File: config.mk
export PLATFORM = sky130hd
export DESIGN_NAME = ssd_scan_mux
export DESIGN_NICKNAME = d
export VERILOG_FILES = /design/src/rtl/ssd_pkg.sv /design/src/rtl/ssd_hex_decode.sv /design/src/rtl/ssd_scan_mux.sv
export SDC_FILE = /design/constraint.sdc
export NUM_CORES = 1
export LEC_CHECK = 0
export BUFFER_PORTS_ARGS = -buffer_cell sky130_fd_sc_hd__buf_2
export CORE_MARGIN = 4
export CORE_UTILIZATION = 45
export CTS_CLUSTER_DIAMETER = 120
export DETAILED_ROUTE_END_ITERATION = 8
export MAX_ROUTING_LAYER = met4
export PLACE_DENSITY_LB_ADDON = 0.25
export SYNTH_ARGS = -nofsm -noshare
export SYNTH_HDL_FRONTEND = slang
export SYNTH_SLANG_ARGS = --single-unit
File: constraint.sdc
create_clock -name clk -period 5.75 [get_ports clk]
set_input_delay 0.8625 -clock clk [delete_from_list [all_inputs] [get_ports clk]]
set_output_delay 0.8625 -clock clk [all_outputs]
set_load 0.05 [all_outputs]
File: src/rtl/ssd_pkg.sv
// Shared seven-segment definitions: active-low segment patterns (seg[6]=CA .. seg[0]=CG)
// and the nibble-to-pattern mapping used by the scan multiplexer.
package ssd_pkg;

    typedef logic [6:0] seg_t;

    localparam seg_t SEG_0     = 7'b0000001;
    localparam seg_t SEG_1     = 7'b1001111;
    localparam seg_t SEG_2     = 7'b0010010;
    localparam seg_t SEG_3     = 7'b0000110;
    localparam seg_t SEG_4     = 7'b1001100;
    localparam seg_t SEG_5     = 7'b0100100;
    localparam seg_t SEG_6     = 7'b0100000;
    localparam seg_t SEG_7     = 7'b0001111;
    localparam seg_t SEG_8     = 7'b0000000;
    localparam seg_t SEG_9     = 7'b0000100;
    localparam seg_t SEG_A     = 7'b0001000;
    localparam seg_t SEG_B     = 7'b1100000;
    localparam seg_t SEG_C     = 7'b0110001;
    localparam seg_t SEG_D     = 7'b1000010;
    localparam seg_t SEG_E     = 7'b0110000;
    localparam seg_t SEG_F     = 7'b0111000;
    localparam seg_t SEG_BLANK = 7'b1111111;

    // Decimal mode has no glyph for A-F, so those nibbles go dark.
    function automatic seg_t nib_to_seg(input logic [3:0] nib, input logic hex);
        seg_t pat;
        case (nib)
            4'h0:    pat = SEG_0;
            4'h1:    pat = SEG_1;
            4'h2:    pat = SEG_2;
            4'h3:    pat = SEG_3;
            4'h4:    pat = SEG_4;
            4'h5:    pat = SEG_5;
            4'h6:    pat = SEG_6;
            4'h7:    pat = SEG_7;
            4'h8:    pat = SEG_8;
            4'h9:    pat = SEG_9;
            4'hA:    pat = hex ? SEG_A : SEG_BLANK;
            4'hB:    pat = hex ? SEG_B : SEG_BLANK;
            4'hC:    pat = hex ? SEG_C : SEG_BLANK;
            4'hD:    pat = hex ? SEG_D : SEG_BLANK;
            4'hE:    pat = hex ? SEG_E : SEG_BLANK;
            default: pat = hex ? SEG_F : SEG_BLANK;
        endcase
        return pat;
    endfunction

endpackage

File: src/rtl/ssd_hex_decode.sv
// Combinational nibble decoder: one digit's nibble plus display mode to an
// active-low segment pattern.
module ssd_hex_decode
    import ssd_pkg::*;
(
    input  logic [3:0] nibble,
    input  logic       hex_mode,
    output logic [6:0] seg
);

    always_comb begin
        seg = nib_to_seg(nibble, hex_mode);
    end

endmodule

File: src/rtl/ssd_scan_mux.sv
// Time-multiplexed seven-segment driver: scans N_DIGITS common-anode digits,
// double-buffers loads so the visible data only changes between frames.
module ssd_scan_mux
    import ssd_pkg::*;
#(
    parameter int unsigned N_DIGITS    = 4,
    parameter int unsigned REFRESH_DIV = 100000,
    parameter int unsigned BLANK_CYC   = 2
) (
    input  logic                    clk,
    input  logic                    rst_n,
    input  logic                    enable,
    input  logic                    load,
    input  logic [4*N_DIGITS-1:0]   value,
    input  logic [N_DIGITS-1:0]     dp,
    input  logic                    hex_mode,
    input  logic                    lzb_en,
    output logic [6:0]              seg,
    output logic                    dp_n,
    output logic [N_DIGITS-1:0]     an,
    output logic                    frame_done
);

    localparam int unsigned IDX_W = (N_DIGITS > 1) ? $clog2(N_DIGITS) : 1;
    localparam int unsigned CNT_W = (REFRESH_DIV > 1) ? $clog2(REFRESH_DIV) : 1;

    localparam logic [CNT_W-1:0] CNT_LAST  = CNT_W'(REFRESH_DIV - 1);
    localparam logic [CNT_W-1:0] BLANK_LIM = CNT_W'(BLANK_CYC);
    localparam logic [IDX_W-1:0] IDX_LAST  = IDX_W'(N_DIGITS - 1);

    logic [CNT_W-1:0]      cnt;
    logic [IDX_W-1:0]      idx;
    logic                  slot_tick;
    logic                  wrap_tick;

    logic [4*N_DIGITS-1:0] disp_value;
    logic [N_DIGITS-1:0]   disp_dp;
    logic                  disp_hex;
    logic                  disp_lzb;

    logic [4*N_DIGITS-1:0] pend_value;
    logic [N_DIGITS-1:0]   pend_dp;
    logic                  pend_hex;
    logic                  pend_lzb;
    logic                  pend_valid;

    logic [3:0]            sel_nib;
    logic [6:0]            dec_seg;
    logic [N_DIGITS-1:0]   lead_zero;
    logic                  in_blank;
    logic                  digit_blank;

    logic [6:0]            seg_d;
    logic                  dp_n_d;
    logic [N_DIGITS-1:0]   an_d;

    assign slot_tick = (cnt == CNT_LAST);
    assign wrap_tick = slot_tick && (idx == IDX_LAST);

    // Prescaler and digit index.
    always_ff @(posedge clk) begin
        if (!rst_n) begin
            cnt        <= '0;
            idx        <= '0;
            frame_done <= 1'b0;
        end else begin
            frame_done <= wrap_tick;
            if (slot_tick) begin
                cnt <= '0;
                idx <= (idx == IDX_LAST) ? '0 : idx + 1'b1;
            end else begin
                cnt <= cnt + 1'b1;
            end
        end
    end

    // A load on the wrap tick bypasses the pending stage so it is not held a
    // whole extra frame; otherwise pending data is promoted only at the wrap.
    always_ff @(posedge clk) begin
        if (!rst_n) begin
            pend_value <= '0;
            pend_dp    <= '0;
            pend_hex   <= 1'b0;
            pend_lzb   <= 1'b0;
            pend_valid <= 1'b0;
            disp_value <= '0;
            disp_dp    <= '0;
            disp_hex   <= 1'b0;
            disp_lzb   <= 1'b0;
        end else if (wrap_tick) begin
            pend_valid <= 1'b0;
            if (load) begin
                disp_value <= value;
                disp_dp    <= dp;
                disp_hex   <= hex_mode;
                disp_lzb   <= lzb_en;
            end else if (pend_valid) begin
                disp_value <= pend_value;
                disp_dp    <= pend_dp;
                disp_hex   <= pend_hex;
                disp_lzb   <= pend_lzb;
            end
        end else if (load) begin
            pend_value <= value;
            pend_dp    <= dp;
            pend_hex   <= hex_mode;
            pend_lzb   <= lzb_en;
            pend_valid <= 1'b1;
        end
    end

    assign sel_nib = disp_value[{idx, 2'b00} +: 4];

    ssd_hex_decode u_decode (
        .nibble   (sel_nib),
        .hex_mode (disp_hex),
        .seg      (dec_seg)
    );

    // lead_zero[i] is set when nibbles N_DIGITS-1 down to i are all zero.
    always_comb begin
        logic run;
        lead_zero = '0;
        run       = 1'b1;
        for (int unsigned k = 0; k < N_DIGITS; k++) begin
            run = run && (disp_value[4*(N_DIGITS-1-k) +: 4] == 4'h0);
            lead_zero[N_DIGITS-1-k] = run;
        end
    end

    assign in_blank    = (cnt < BLANK_LIM);
    assign digit_blank = disp_lzb && (idx != '0) && lead_zero[idx];

    always_comb begin
        seg_d  = SEG_BLANK;
        dp_n_d = 1'b1;
        an_d   = '1;
        if (enable && !in_blank) begin
            an_d[idx] = 1'b0;
            seg_d     = digit_blank ? SEG_BLANK : dec_seg;
            dp_n_d    = ~disp_dp[idx];
        end
    end

    always_ff @(posedge clk) begin
        if (!rst_n) begin
            seg  <= SEG_BLANK;
            dp_n <= 1'b1;
            an   <= '1;
        end else begin
            seg  <= seg_d;
            dp_n <= dp_n_d;
            an   <= an_d;
        end
    end

endmodule

# Word level (Yosys, flattened, before mapping)
# Index checks and enable logic that the tools add are counted.
dict set report word_totals {
  regBits 77
  input_bits 26
  out_inout_bits 13
}
dict set report classes {
  n_addsub 2
  magnitude_cmp 3
  eq_ne 16
  shifts 1
  muxes 22
  bitwise 5
  n_reduce_logical 22
}
# op count
set ops {}
lappend ops {{one-hot mux 7 bit (15 select lines)} 1}
lappend ops {{2-to-1 mux 16 bit} 2}
lappend ops {{== test 4 bit, second input constant} 7}
lappend ops {{2-to-1 mux 7 bit} 4}
lappend ops {{logical NOT 4 bit} 5}
lappend ops {{adder 17 x 1 -> 17 bit, second input constant} 1}
lappend ops {{== test 17 bit, second input constant} 1}
lappend ops {{less-than comparator 17 x 2 -> 1 bit, second input constant} 1}
lappend ops {{== test 4 x 3 -> 1 bit, second input constant} 4}
lappend ops {{variable part select 16 x 5 -> 4 bit} 1}
lappend ops {{== test 4 x 2 -> 1 bit, second input constant} 2}
lappend ops {{logical AND 1 bit} 8}
lappend ops {{2-to-1 mux 4 bit} 2}
lappend ops {{2-to-1 mux 1 bit} 7}
lappend ops {{2-to-1 mux 6 bit} 1}
lappend ops {{AND reduction 2 bit} 3}
lappend ops {{2-to-1 mux 5 bit} 1}
lappend ops {{binary-select mux 1 bit (select 2 bit)} 2}
lappend ops {{== test 4 x 1 -> 1 bit, second input constant} 1}
lappend ops {{inverter 1 bit} 4}
lappend ops {{inverter 4 bit} 1}
lappend ops {{nonzero test 2 bit} 2}
lappend ops {{OR reduction 2 bit} 2}
lappend ops {{less-than comparator 2 x 3 -> 1 bit, second input constant} 1}
lappend ops {{other kinds (7)} 7}

# Longest topological paths before layout
# Gate-level depths: netlist of run 1.
dict set report logic_depth {
  ltp_word 8
  depth_mapped 8
}

# Cells and area by module
# From an unflattened synthesis of run 1, not the netlist that was laid out.
dict set report hier_totals {
  hier_cells 482
  area_unflattened_um2 4096.4
}
# mod n_inst cells_per_inst area_per_inst_um2 seq_area_each_um2
set by_module_without_submodules {}
lappend by_module_without_submodules {ssd_scan_mux 1 439 3804.9 1541.5}
lappend by_module_without_submodules {ssd_hex_decode 1 43 291.5 0.0}

# Worst setup path after synthesis of run 1
# Ideal clock, no wire load.
dict set report synth_timing {
  kind {input-to-reg}
  start {input load}
  end {register disp_dp[0]}
  setup_ns 0.116
  arrival_time_ns 1.981
  setup_slack_ns 3.653
  cell_stages 5
  n_path_buf 2
  cell_sequence {clkbuf_1 -> clkbuf_1 -> mux2i_1 -> nand2_1 -> o211a_1}
}
dict set report synth_between {
  elab_chain_len 2
}
# element line_no
set synth_lines {}
lappend synth_lines {{from (decl)} ssd_scan_mux.sv:13} ;# input logic load,
lappend synth_lines {{nonzero test 2 bit (no source line)} n/a}
lappend synth_lines {{AND reduction 2 bit (no source line)} n/a}
lappend synth_lines {{to (signal assigned)} ssd_scan_mux.sv:94} ;# disp_dp <= dp;
lappend synth_lines {{to (signal assigned)} ssd_scan_mux.sv:99} ;# disp_dp <= pend_dp;
lappend synth_lines {{to (decl)} ssd_scan_mux.sv:37} ;# logic [N_DIGITS-1:0] disp_dp;
# Parallel ways exist; a longest one is shown, timed or not.
# A chain may end at the register's enable or synchronous reset.

# Worst setup path after layout of run 1
dict set report layout_timing {
  start {input rst_n}
  end {register seg[6]}
}
dict set report layout_between {
  elab_chain_len 2
}
# element line_no
set layout_lines {}
lappend layout_lines {{from (decl)} ssd_scan_mux.sv:11} ;# input logic rst_n,
lappend layout_lines {{inverter 1 bit (no source line)} n/a}
lappend layout_lines {{OR reduction 3 bit (no source line)} n/a}
lappend layout_lines {{to (signal assigned)} ssd_scan_mux.sv:151} ;# seg <= seg_d;
lappend layout_lines {{to (decl)} ssd_scan_mux.sv:18} ;# output logic [6:0] seg,
# Every way passes these cells.

==> results of run 1 <==
## synth_stat cells (5+ instances only)
master    number  area (µm²)
nor2_1        27       101.4
nor3_1         6       30.03
xnor2_1        5       43.79
nand2_1       43       161.4
o211a_1       23       230.2
clkbuf_1       9       33.78
xor2_1        10       87.58
nand3_1        9       45.04
dfxtp_1       77        1541
mux2i_1       46       460.4
nand4_1        5       31.28
buf_4          5       37.54
ha_1           5       62.56
nor2b_1       24       150.1
inv_1          8       30.03
a21oi_1        7       35.03
## sequential cells by signal, indices dropped and copies added, names as in the netlist, 2 cells and up
signal      count
an              4
pend_value     16
disp_value     16
pend_dp         4
disp_dp         4
cnt            17
idx             2
seg             7
## metrics by stage
stage                     area (µm²)    util  power [µW]  hold WS (ns)
after global routing            4063  0.5230        1169        0.4663
after global placement          3816  0.4913       639.4        0.4317
after CTS                       4063  0.5230        1139        0.4593
after detailed placement        3816  0.4913       640.9        0.4454
after floorplan                 3615       -       619.9        0.4175
final                           4063  0.5230        1124        0.4629
## path summary, 6_finish.rpt
kind | from | end | cells past startpoint
setup / recovery | rst_n | seg[6] | 4
hold / removal | cnt[0] | cnt[0] | 1
setup reg to reg | idx[0] | seg[1] | 5
hold reg to reg | cnt[0] | cnt[0] | 1
## metal layers
layer | global-route usage | vias up | routed length [µm]
met3 | 0.04882 | 6 | 267
met1 | 0.1902 | 1231 | 3332
met4 | 0.03940 | 0 | 62
li1 | - | 1338 | -
met5 | - | - | 0
met2 | 0.2404 | 43 | 3163
## area by class of cell
class                   instances  share of cell area
flip-flops and latches         77              0.3794
well taps                     102             0.03141
clock inverters                 4             0.02341
clock buffers                  11             0.03727
repair buffers                 40             0.05051
inverters                       8            0.007391
multi-input cells             259              0.4706
## cells by family after synthesis
kind of cell,Yosys count,synth area share
and+or+nand+nor,140,0.2021
adders and majority gates,5,0.01731
muxes,51,0.1596
buffers and inverters,29,0.04465
xor gates and xnor gates,15,0.03634
DFF,77,0.4264
AOI/OAI and AO/OA,48,0.1135
## cell usage in the layout, fill, tap and decap left out, types with 4 or more instances in the layout
| cell type | instances |
|---|---|
| dfxtp_1 | 77 |
| mux2i_1 | 46 |
| nand2_1 | 43 |
| buf_2 | 38 |
| nor2_1 | 27 |
| nor2b_1 | 24 |
| o211a_1 | 23 |
| clkbuf_8 | 11 |
| xor2_1 | 10 |
| nand3_1 | 9 |
| inv_1 | 8 |
| a21oi_1 | 7 |
| nor3_1 | 6 |
| nand4_1 | 5 |
| xnor2_1 | 5 |
| ha_1 | 5 |
| o21ai_0 | 4 |
| mux4_2 | 4 |
| nand2b_1 | 4 |
## power groups by stage
stage / combinational (µW) / sequential [µW] / clock [µW]
after floorplan: 45.9 / 574 / 0
after global placement: 73.8 / 566 / 0
after detailed placement: 74.6 / 566 / 0
after CTS: 74.9 / 554 / 510
after global routing: 80.9 / 555 / 533
final: 73.2 / 554 / 497
==> results.py, run 1 <==
metrics = {
    "synthesis": {
        "yosysSeqAreaShare": 0.4264,
        "netlist_area_um2": 3615,
        "synthCells": 365,
        "synth_edf_count": 0,
        "synth.distinct_cells": 47,
        "ys.flop_type": "dfxtp_1",
        "synth-seq-cells": 77,
        "async_reset_ff_frac": 0,
        "syn-num-nets": 396,
        "ys_warn_count": 0,
        "postSynthAreaPerCell_um2": 9.903,
    },
    "cts": {
        "cts.sink_count": 77,
        "h-tree-depth": 3,
        "clk_latency_ns": 0.35,
        "clkTransAtPathRegs_ns": 0.08,
        "cts-root-buf": "clkbuf_8",
        "ctsHoldBuffers": 0,
        "cts_resized": 0,
        "clk_path_buf_depth": 2,
        "cts-buffers-inserted": 9,
        "cts_tree": "built",
        "postCtsSetupRepairBufs": 0,
    },
    "power_and_ir_drop": {
        "p_seq_frac": 0.493,
        "intPower_uw": 887.7,
        "p_sw_uw": 236.0,
        "p_leak_uw": 0.001901,
        "p_sw_frac": 0.2100,
        "powerDensity_nw_per_um2": 276.6,
        "clockPowerShare": 0.442,
        "combPwrFrac": 0.065,
        "vdd_drop_max_mv": 0.1963,
    },
    "sta": {
        "slew-limit-headroom": 0.4542,
        "finalWorstSetupSlack_ns": 3.568,
        "fin_tns_setup_ns": 0,
        "fmax_ghz": 0.4583,
        "setup_viol": 0,
        "period_share": 0.3795,
        "fin_skew_ns": 0.01194,
        "worst_pin_slew_ns": 0.8187,
        "rsz0062_at_grt": "false",
        "finalMaxSlewViolations": 0,
        "period_needed_ns": 2.182,
        "hold_viol": 0,
    },
    "die": {
        "dieWidth_um": 97.63,
        "die_h_um": 97.63,
        "initial_utilization": 0.4654,
        "core-area_um2": 7767,
        "row_count": 32,
        "dieArea_um2": 9531,
        "io_pins": 39,
    },
    "placed_design": {
        "gp_routability_congestion": 0.7884,
        "dp.cells": 486,
        "dp_slack_ns": 3.181,
        "hpwlAfterDp_um": 4796,
        "io_buffers": 38,
    },
    "grt": {
        "gr-usage-all-layers": 0.1526,
        "grt_max_degree": 53,
        "antenna_found_initial": 0,
        "gr-total-overflow": 0,
        "grt_pass1_wl_um": 11850,
        "grt_pass1_vias": 2607,
    },
    "drt": {
        "first_iter_violations": 108,
        "num_vias": 2618,
        "viasPerCell": 5.226,
        "routedWlPerCell_um": 13.62,
        "drt_wl_total_um": 6824,
        "final_antenna_net_count": 0,
        "firstDrtPassIters": 4,
        "drc": 0,
    },
    "finish": {
        "syn2layout_area_growth_pct": 12.39,
        "antenna_cells": 0,
        "seqCellArea_um2": 1541,
        "drive_above_1_share": 0.1704,
        "fin_nets": 426,
        "final_cell_count_no_fill": 501,
        "fillers": 736,
        "multiInputGateArea_um2": 1912,
    },
    "worst_setup_path": {
        "path_max_fanout": 52,
        "crit_family": "buffers and inverters",
        "start_kind": "input port",
        "critPathCaptureType": "register",
        "slowest_stage": "buf_2",
        "critPathKind": "in -> reg",
        "crit_chain": "buf_2 > o211a_1 > nor2b_1 > o221ai_1",
        "required_ns": 5.95,
        "slowest_delay_ns": 0.61,
        "cp.arrival_ns": 2.39,
        "r2r_setup_slack_ns": 3.59,
        "worst-path-buf-inv": 1,
    },
    "run": {
        "max_cap_viol_count": 0,
    },
    "run_status": {
        "status": "finished, final reports clean",
    },
    "hold_path": {
        "hold_path_class": "reg -> reg",
    },
}
Note: power is estimated with default switching activity, not from simulation.
==> run 2, diff against run 1 <==
Clock period 5.75 ns to 2.1 ns, I/O delays scaled along.
==> results.py, run 2 (synthesis gave the netlist of run 1 again) <==
metrics = {
    "drt": {
        "final_antenna_net_count": 0,
        "viasPerCell": 5.166,
        "num_vias": 2640,
        "first_iter_violations": 103,
        "drc": 0,
        "drt_wl_total_um": 7097,
        "firstDrtPassIters": 4,
        "routedWlPerCell_um": 13.89,
    },
    "finish": {
        "fillers": 742,
        "antenna_cells": 0,
        "largest_reg_flops": 17,
        "mostFrequentLayoutCells": "77 x dfxtp_1, 46 x mux2i_1, 43 x nand2_1",
        "reg_top3": "cnt x17, disp_value x16, pend_value x16",
        "drive_above_1_share": 0.1932,
        "syn2layout_area_growth_pct": 15.37,
        "fin_nets": 435,
        "utilization": 0.5369,
        "regMostFlops": "cnt",
        "mostFrequentLayoutCell": "dfxtp_1",
        "design_area_um2": 4170,
    },
    "placed_design": {
        "io_buffers": 38,
        "gp_routability_congestion": 0.8639,
        "hpwlAfterDp_um": 4958,
        "place_area_um2": 3894,
    },
    "sta": {
        "setup_viol": 0,
        "finalMaxSlewViolations": 0,
        "period_needed_ns": 1.993,
        "fmax_ghz": 0.5019,
        "hold_viol": 0,
        "period_share": 0.9489,
        "rsz0062_at_grt": "false",
        "slew-limit-headroom": 0.6798,
        "hold_slack_ns": 0.2279,
        "worst_pin_slew_ns": 0.4802,
        "fin_tns_setup_ns": 0,
        "fin_skew_ns": 0.009419,
    },
    "cts": {
        "cts-buffers-inserted": 9,
        "clk_latency_ns": 0.36,
        "cts.sink_count": 77,
        "clk_path_buf_depth": 2,
        "cts_tree": "built",
        "cts-root-buf": "clkbuf_8",
        "ctsHoldBuffers": 0,
        "clkTransAtPathRegs_ns": 0.08,
        "h-tree-depth": 3,
    },
    "worst_setup_path": {
        "start_kind": "register",
        "r2r_setup_slack_ns": 0.11,
        "critPathCaptureType": "register",
        "required_ns": 2.39,
        "critPathKind": "reg -> reg",
        "path_max_fanout": 7,
        "cp.arrival_ns": 2.28,
    },
    "hold_path": {
        "hold_path_class": "in -> reg",
    },
    "grt": {
        "gr-total-overflow": 0,
        "gr-usage-all-layers": 0.1594,
        "grt_pass1_wl_um": 12080,
        "grt_max_degree": 52,
        "antenna_found_initial": 0,
        "grt_pass1_vias": 2523,
    },
    "power_and_ir_drop": {
        "vdd_drop_max_mv": 0.4444,
        "powerDensity_nw_per_um2": 740.9,
        "p_leak_uw": 0.001967,
    },
    "die": {
        "die_h_um": 97.63,
        "dieArea_um2": 9531,
        "initial_utilization": 0.4654,
        "row_count": 32,
        "core-area_um2": 7767,
        "dieWidth_um": 97.63,
        "io_pins": 39,
    },
    "run": {
        "max_cap_viol_count": 0,
    },
    "run_status": {
        "status": "finished, final reports clean",
    },
}
[run 2: power breakdown]
group | internal, µW | switching [µW]
clock | 795 | 571
sequential | 1500 | 18.2
combinational | 92.7 | 116
[run 2: cell type report]
cell class,instances,area (µm²),area share
clock buffers,9,123.9,0.02970
clock inverters,7,122.6,0.02940
inverters,8,30.03,0.007201
multi-input cells,259,1927,0.4620
flip-flops and latches,77,1541,0.3696
well taps,102,127.6,0.03060
repair buffers,49,297.8,0.07141
[run 2: critical path, stage by stage (launching register included)]
cell and delay (ns):
dfxtp_1 0.44, buf_4 0.18, mux4_2 0.58, buf_4 0.18
or3_4 0.33, nand3_2 0.09, o21ai_2 0.06, o211ai_2 0.06
[run 2: final timing paths]
path	from	endpoint	cells past startpoint
max	idx[0]	seg[3]	7
min	lzb_en	pend_lzb	3
max reg2reg	idx[0]	seg[3]	7
min reg2reg	cnt[0]	cnt[0]	1
[run 2: stage by stage]
step | std cells | setup slack (ns) | total power (µW)
finish | 511 | 0.1074 | 3090
detailed placement | 493 | 0.1063 | 1762
global route | 511 | 0.004692 | 3209
floorplan | 365 | 0.2879 | 1697
CTS | 509 | 0.08233 | 3135
global placement | 493 | 0.1506 | 1756
[run 2: metal layers]
layer,part of all wire,vias up,global-route usage
li1,-,1361,-
met1,0.49,1228,0.2079
met2,0.46,43,0.2351
met3,0.036,8,0.04451
met4,0.017,0,0.06070
met5,0,-,-
[run 2: timing repair]
action / in CTS / in global routing
buffers inserted: 0 / 2
resized for setup: 0 / 2
hold endpoints to repair: 0 / 0
endpoints found under the setup margin: 0 / 24
==> run 3, diff against run 2 <==
Settings changed: CORE_ASPECT_RATIO set to 0.75.
==> results.py, run 3 (synthesis gave the netlist of run 1 again) <==
metrics = {
    "finish": {
        "syn2layout_area_growth_pct": 13.53,
        "antenna_cells": 0,
        "mostFrequentLayoutCell": "dfxtp_1",
        "fillers": 749,
        "regMostFlops": "cnt",
        "reg_top3": "cnt x17, disp_value x16, pend_value x16",
        "largest_reg_flops": 17,
        "final_cell_count_no_fill": 515,
        "mostFrequentLayoutCells": "76 x dfxtp_1, 46 x mux2i_1, 43 x nand2_1",
        "utilization": 0.5230,
        "fin_nets": 436,
        "drive_above_1_share": 0.1951,
    },
    "die": {
        "die_h_um": 85.62,
        "row_count": 28,
        "initial_utilization": 0.4606,
        "dieWidth_um": 111.5,
        "core-area_um2": 7848,
        "io_pins": 39,
        "dieArea_um2": 9546,
    },
    "worst_setup_path": {
        "slowest_delay_ns": 0.60,
        "crit_cells": 6,
        "required_ns": 2.32,
        "crit_family": "simple AND/OR/NAND/NOR gates",
        "worst-path-buf-inv": 1,
        "slowest_stage": "mux4_2",
        "path_max_fanout": 8,
        "critPathCaptureType": "register",
        "start_kind": "register",
        "critPathKind": "reg -> reg",
        "cp.arrival_ns": 2.17,
        "crit_chain": "buf_4 > mux4_2 > or2_1 > nand4_1 > and3b_1 > o211ai_1",
        "worst-r2r-cell-count": 6,
    },
    "grt": {
        "antenna_found_initial": 0,
        "grt_pass1_wl_um": 12430,
        "gr-usage-all-layers": 0.1662,
        "gr-total-overflow": 0,
        "grt_pass1_vias": 2579,
        "grt_max_degree": 52,
    },
    "cts": {
        "cts-buffers-inserted": 9,
        "cts_tree": "built",
        "cts-root-buf": "clkbuf_8",
        "cts.sink_count": 77,
        "clk_latency_ns": 0.35,
        "h-tree-depth": 3,
        "clk_path_buf_depth": 2,
        "clkTransAtPathRegs_ns": 0.08,
    },
    "sta": {
        "hold_slack_ns": 0.2346,
        "finalWorstSetupSlack_ns": 0.1456,
        "period_needed_ns": 1.954,
        "period_share": 0.9307,
        "hold_viol": 0,
        "slew-limit-headroom": 0.6586,
        "worst_pin_slew_ns": 0.5082,
        "finalMaxSlewViolations": 0,
        "fin_tns_setup_ns": 0,
        "fin_skew_ns": 0.009955,
        "setup_viol": 0,
        "fmax_ghz": 0.5117,
    },
    "drt": {
        "final_antenna_net_count": 0,
        "firstDrtPassIters": 4,
        "viasPerCell": 5.214,
        "drc": 0,
        "routedWlPerCell_um": 14.04,
        "drt_wl_total_um": 7231,
        "num_vias": 2685,
        "first_iter_violations": 140,
    },
    "placed_design": {
        "io_buffers": 38,
        "dp_slack_ns": 0.1258,
        "hpwlAfterDp_um": 5139,
        "gp_routability_congestion": 0.8527,
        "dp.cells": 497,
    },
    "hold_path": {
        "min_path_cells": 3,
        "hold_path_class": "in -> reg",
    },
    "power_and_ir_drop": {
        "p_leak_uw": 0.001943,
        "vdd_drop_max_mv": 0.3611,
        "powerDensity_nw_per_um2": 655.8,
        "clockPowerShare": 0.359,
        "p_sw_uw": 673.7,
        "p_sw_frac": 0.2503,
        "combPwrFrac": 0.078,
        "intPower_uw": 2018,
        "p_seq_frac": 0.563,
    },
    "run_status": {
        "status": "finished, final reports clean",
    },
    "run": {
        "max_cap_viol_count": 0,
    },
}
==> run 3: cell types whose count changed in the layout (fill, tap and decap cells not counted) <==
cell,previous run,this run
bufinv_16,3,0
clkinv_2,0,3
buf_4,9,10
clkbuf_1,0,1
clkinv_4,1,2
clkinvlp_4,2,1
dfxtp_1,77,76
dfxtp_2,0,1
inv_6,1,0
==> run 3: final timing paths <==
path / from / slack, ns / endpoint
worst min-delay path: value[3] / 0.23 / pend_value[3]
worst max register to register: idx[0] / 0.15 / seg[1]
worst max-delay path: idx[0] / 0.15 / seg[1]
worst min register to register: cnt[0] / 0.46 / cnt[0]
==> run 3: worst reg2reg max path: cells and delay by family (launching register included) <==
family	cells	cell delay (ns)
buffers and inverters	1	0.17
flip-flops	1	0.33
AO/OA/AOI/OAI	1	0.10
multiplexers	1	0.61
AND/OR/NAND/NOR	3	0.62
==> run 3: routing by layer <==
| layer | wire length, µm | track usage | up-vias | share of wire |
|---|---|---|---|---|
| met3 | 337 | 0.04654 | 9 | 0.047 |
| met5 | 0 | - | - | 0 |
| met1 | 3669 | 0.2206 | 1251 | 0.51 |
| li1 | - | - | 1364 | - |
| met2 | 3128 | 0.2441 | 61 | 0.43 |
| met4 | 95 | 0.05856 | 0 | 0.013 |
==> run 3: stage by stage <==
step                      total power, µW  instance area [µm²]
after global placement               1759                 3905
after CTS                            2739                 4073
final                                2691                 4104
after global routing                 2834                 4104
after floorplan                      1697                 3615
after detailed placement             1762                 3905
==> run 3: area by class of cell <==
type | instances | area, µm² | share of cell area
repair buffers | 50 | 305.3 | 0.07439
flip-flops and latches | 77 | 1543 | 0.3759
clock buffers | 10 | 127.6 | 0.03110
inverters | 8 | 30.03 | 0.007317
multi-input cells | 259 | 1927 | 0.4695
well taps | 105 | 131.4 | 0.03201
clock inverters | 6 | 40.04 | 0.009756
==> run 3: power by group through the flow <==
stage | sequential [µW] | clock (µW) | combinational [µW]
2_1_floorplan | 1570 | 0 | 126
3_3_place_gp | 1550 | 0 | 211
3_5_place_dp | 1550 | 0 | 212
4_1_cts | 1520 | 1010 | 213
5_1_grt | 1520 | 1080 | 234
6_report | 1520 | 965 | 211
==> run 3: timing repair <==
item	CTS	global route
setup buffers	0	2
endpoints found under the setup margin	0	6
hold buffers	0	0
gates resized for setup	0	3
